===== src/rtl/npc_pkg.sv =====
// Shared fetch-side types and constants.
// Imported by the fetch stage and its bench.
package npc_pkg;

  localparam int          XLEN     = 64;
  localparam logic [63:0] RESET_PC = 64'h8000_0000;
  localparam int          INST_W   = 32;

  localparam int OPC_LSB = 0;
  localparam int OPC_MSB = 6;
  localparam int F3_LSB  = 12;
  localparam int F3_MSB  = 14;
  localparam int F7_LSB  = 25;
  localparam int F7_MSB  = 31;

  typedef enum logic [1:0] {
    REQ,
    WAIT,
    HOLD
  } fetch_state_e;

endpackage


===== src/rtl/ifu_fetch.sv =====
// Instruction fetch stage: owns the PC, one outstanding imem request,
// holds the fetched word until decode takes it; redirects squash.
module ifu_fetch
  import npc_pkg::*;
#(
  parameter int                XLEN_P     = XLEN,
  parameter logic [XLEN_P-1:0] RESET_PC_P = XLEN_P'(RESET_PC)
) (
  input  logic              clk,
  input  logic              rst,
  input  logic              redirect_valid,
  input  logic [XLEN_P-1:0] redirect_pc,
  output logic              imem_req_valid,
  input  logic              imem_req_ready,
  output logic [XLEN_P-1:0] imem_req_addr,
  input  logic              imem_rsp_valid,
  input  logic [INST_W-1:0] imem_rsp_data,
  input  logic              imem_rsp_err,
  output logic              out_valid,
  input  logic              out_ready,
  output logic [XLEN_P-1:0] out_pc,
  output logic [INST_W-1:0] out_inst,
  output logic [6:0]        out_opcode,
  output logic [2:0]        out_funct3,
  output logic [6:0]        out_funct7,
  output logic              out_fetch_err
);

  fetch_state_e      state, state_n;
  logic [XLEN_P-1:0] pc, pc_n;
  logic              drop, drop_n;
  logic [INST_W-1:0] inst, inst_n;
  logic              err, err_n;
  logic              aligned;
  logic              hs;

  assign aligned = (pc[1:0] == 2'b00);
  assign hs      = imem_req_valid & imem_req_ready;

  always_ff @(posedge clk) begin
    if (rst) begin
      state <= REQ;
      pc    <= RESET_PC_P;
      drop  <= 1'b0;
      inst  <= '0;
      err   <= 1'b0;
    end else begin
      state <= state_n;
      pc    <= pc_n;
      drop  <= drop_n;
      inst  <= inst_n;
      err   <= err_n;
    end
  end

  always_comb begin
    state_n        = state;
    pc_n           = pc;
    drop_n         = drop;
    inst_n         = inst;
    err_n          = err;
    imem_req_valid = 1'b0;
    out_valid      = 1'b0;
    case (state)
      REQ: begin
        imem_req_valid = aligned;
        if (redirect_valid) begin
          pc_n = redirect_pc;
          // request already accepted: its response must be dropped
          if (hs) begin
            state_n = WAIT;
            drop_n  = 1'b1;
          end
        end else if (!aligned) begin
          state_n = HOLD;
          inst_n  = '0;
          err_n   = 1'b1;
        end else if (hs) begin
          state_n = WAIT;
        end
      end
      WAIT: begin
        if (redirect_valid) begin
          pc_n = redirect_pc;
          if (imem_rsp_valid) begin
            drop_n  = 1'b0;
            state_n = REQ;
          end else begin
            drop_n = 1'b1;
          end
        end else if (imem_rsp_valid) begin
          if (drop) begin
            drop_n  = 1'b0;
            state_n = REQ;
          end else begin
            state_n = HOLD;
            inst_n  = imem_rsp_err ? '0 : imem_rsp_data;
            err_n   = imem_rsp_err;
          end
        end
      end
      HOLD: begin
        out_valid = ~redirect_valid;
        if (redirect_valid) begin
          pc_n    = redirect_pc;
          state_n = REQ;
        end else if (out_ready) begin
          pc_n    = pc + XLEN_P'(4);
          state_n = REQ;
        end
      end
      default: state_n = REQ;
    endcase
  end

  assign imem_req_addr = pc;
  assign out_pc        = pc;
  assign out_inst      = inst;
  assign out_fetch_err = err;
  assign out_opcode    = inst[OPC_MSB:OPC_LSB];
  assign out_funct3    = inst[F3_MSB:F3_LSB];
  assign out_funct7    = inst[F7_MSB:F7_LSB];

endmodule


===== config.mk =====
export PLATFORM = sky130hd
export DESIGN_NAME = ifu_fetch
export DESIGN_NICKNAME = d
export VERILOG_FILES = /design/src/rtl/npc_pkg.sv /design/src/rtl/ifu_fetch.sv
export SDC_FILE = /design/constraint.sdc
export NUM_CORES = 1
export LEC_CHECK = 0
export ABC_CLOCK_PERIOD_IN_PS = 8800
export BUFFER_PORTS_ARGS = -buffer_cell sky130_fd_sc_hd__buf_2
export CAP_MARGIN = 20
export CORE_MARGIN = 4
export CORE_UTILIZATION = 53
export CTS_BUF_LIST = sky130_fd_sc_hd__clkbuf_4 sky130_fd_sc_hd__clkbuf_8
export DETAILED_ROUTE_END_ITERATION = 6
export PLACE_DENSITY_LB_ADDON = 0.12
export REMOVE_ABC_BUFFERS = 1
export SYNTH_ARGS = -nofsm -noshare
export SYNTH_HDL_FRONTEND = slang
export SYNTH_SLANG_ARGS = --single-unit

===== constraint.sdc =====
create_clock -name clk -period 8.8 [get_ports clk]
set_clock_uncertainty 0.1 [all_clocks]
set_input_delay 0.44 -clock clk [delete_from_list [all_inputs] [get_ports clk]]
set_output_delay 0.44 -clock clk [all_outputs]
set_load 0.05 [all_outputs]

==> run metrics <==
# H-tree levels 3; DRT iter0 DRCs 722; Area Growth Syn to Fin 16.9%; layout cells sized above 1 33.0%; Synth warnings 0; Yosys reg bits 100; Syn Area/Cell 7.41 µm²; Syn Std Cell Area 6200 µm²; core area 11400 µm²; worst path required time 8.26 ns; worst-path maximum fanout 83; drt total wl 20.0 mm; final cell count without fillers around 1.1k; CTS tree built; total power around 0.0012 W; Hold Path Origin imem_rsp_data[5]; clk_lat worst skew 0.38 ns; Power Dens Cells about 160 nW/µm²; routability cong. 0.896; outcome completed; vias in the first global route 5982; CTS Hold Bufs 0; DP HPWL approximately 14 mm; CP Launch Point state[1]; WP data arrival 3.03 ns; post-route cell area around 7200 µm²; Setup CP Type reg -> out; Synth async-reset ratio 0%; post-CTS setup buffer count 0; Routed Antenna Nets 0; max_slew headroom roughly 37%; clock tree sinks 100; routed via count 6907; cts repair resizes 0; Period minus WS final 3.57 ns; drt first pass iters 5; DP Area 7040 µm²; layout filler cell count 1109; IO Port Bufs roughly 280; setup TNS 0 ns; largest buffer count on any clock path 2; number of buffers created by CTS 9; FMAX ~280 MHz; Max Cap Violations 0; setup repair after global routing missed its margin no; most common cell after layout, fill and taps aside buf_2; io pins 283; number of synthesized flops with an enable pin 0; Main synth FF type dfxtp_1; worst reg2reg path startpoint state[1]; DIE WIDTH 116 µm; Setup crit start kind register; global route overflow 0; final period utilization between 40% and 50%; Root Driver clkbuf_8; effective utilization at floorplan 54.3%; largest net degree at the start of global routing 84; most frequent cells in the layout buf_2 (281), dfxtp_1 (100), nand2_1 (91), nor2_1 (89), a21oi_1 (55); first-pass GRT wire length 30.5 mm; Lkg Pwr 3.20 nW; CTS clk-pin slew, worst paths 0.12 ns; register area share after synthesis 32.3%; Final Hold Vio Count 0; Setup crit end kind primary output; # diodes 0; Hold WS 0.169 ns; peak supply drop 0.0000924 V; post-DR vias/cell between 6 and 7; Placed Instances 1131; die footprint 13500 µm²; Worst Hold Class in -> reg; Max Slew Vio Count 0; fin nets about 1.1k; GRT Util Overall between 20% and 30%; Avg WL per Cell 17.4 µm; FP Rows 39; Die Y 116 µm; Setup Viol. Count Final 0; initial antenna violation count 0; DR DRC count 0; distinct cell type count after synthesis 67; Slew @ Worst Pin 0.949 ns; Mapped Cells 836
## synth_stat cells (3+ instances only)
library cell | instances | share of area (%)
and4_1 | 4 | 0.57
or4_1 | 6 | 0.73
nor4_1 | 21 | 2.1
buf_4 | 81 | 9.8
nor2_1 | 89 | 5.4
or2_2 | 7 | 0.71
nand2_1 | 91 | 5.5
o21ai_0 | 42 | 3.4
nor3b_1 | 3 | 0.36
a31oi_1 | 16 | 1.6
nor2b_1 | 3 | 0.30
clkbuf_1 | 49 | 3.0
nand4_1 | 31 | 3.1
inv_1 | 11 | 0.67
o21a_1 | 7 | 0.85
a22o_1 | 3 | 0.42
mux2i_1 | 6 | 0.97
a22oi_1 | 44 | 5.3
nand4b_1 | 3 | 0.42
a21o_1 | 6 | 0.73
dfxtp_1 | 100 | 32
nand3_1 | 35 | 2.8
a211oi_1 | 4 | 0.48
a311oi_1 | 4 | 0.57
o31ai_1 | 7 | 0.85
o22ai_1 | 12 | 1.2
and3_1 | 5 | 0.50
nor3_1 | 24 | 1.9
a2bb2oi_1 | 3 | 0.42
and2_1 | 3 | 0.30
a21oi_1 | 56 | 4.5
nand2b_1 | 5 | 0.50
or3_1 | 6 | 0.61
buf_1 | 6 | 0.36
o211ai_1 | 3 | 0.36
## area by class of cell
| cell class | instances | area (µm²) | share of cell area, % |
|---|---|---|---|
| clock buffer | 9 | 124 | 1.71 |
| clock inverter | 7 | 83.8 | 1.16 |
| inverter | 12 | 45.0 | 0.622 |
| multi-input combinational | 586 | 3340 | 46.1 |
| sequential | 100 | 2000 | 27.6 |
| tap | 143 | 179 | 2.47 |
| timing repair buffer | 290 | 1470 | 20.3 |
## logic make-up after synthesis
| family | after synthesis | share of synthesized area, % |
|---|---|---|
| simple gates | 346 | 27.4 |
| compound gates | 231 | 24.6 |
| buf+inv | 150 | 14.1 |
| flops | 100 | 32.3 |
| mux | 8 | 1.33 |
| fa+ha+maj | 1 | 0.202 |
## registers in the layout, indices dropped and copies added (netlist names)
name           count
imem_req_addr     64
out_inst          32
state              2
drop               1
out_fetch_err      1
## power by group
group	switching [W]	internal, W	total, W
Clock	0.000193	0.000115	0.000308
Combinational	0.000266	0.0000907	0.000356
Sequential	0.0000481	0.000478	0.000526
Total	0.000506	0.000684	0.00119
## stage by stage
| step | setup slack (ns) | util, % |
|---|---|---|
| floorplan | 4.20 | - |
| global placement | 5.49 | 61.6 |
| detailed placement | 5.44 | 61.6 |
| CTS | 5.27 | 63.5 |
| global route | 5.08 | 63.5 |
| finish | 5.23 | 63.5 |
## critical path, stage by stage (launching register included)
cell and delay (ns):
dfxtp_1 0.53, or3b_2 0.49, buf_4 0.38, inv_2 0.81, buf_2 0.41
## final timing paths
kind | cells after the start | slack, ns | end
worst max-delay path | 4 | 5.23 | out_valid
worst min-delay path | 3 | 0.17 | out_inst[5]
worst max register to register | 8 | 5.37 | imem_req_addr[47]
worst min register to register | 2 | 0.40 | drop
## metal layers
metal | track usage, % | wire length, µm | share of wire [%] | up-vias
met5 | 0 | 0 | 0 | -
met4 | 9.59 | 347 | 1.7 | 0
met3 | 4.35 | 1780 | 8.9 | 29
met2 | 44.8 | 9360 | 47 | 377
met1 | 38.9 | 8480 | 42 | 3193
li1 | - | - | - | 3308
Power figures use the tool's default switching activity.
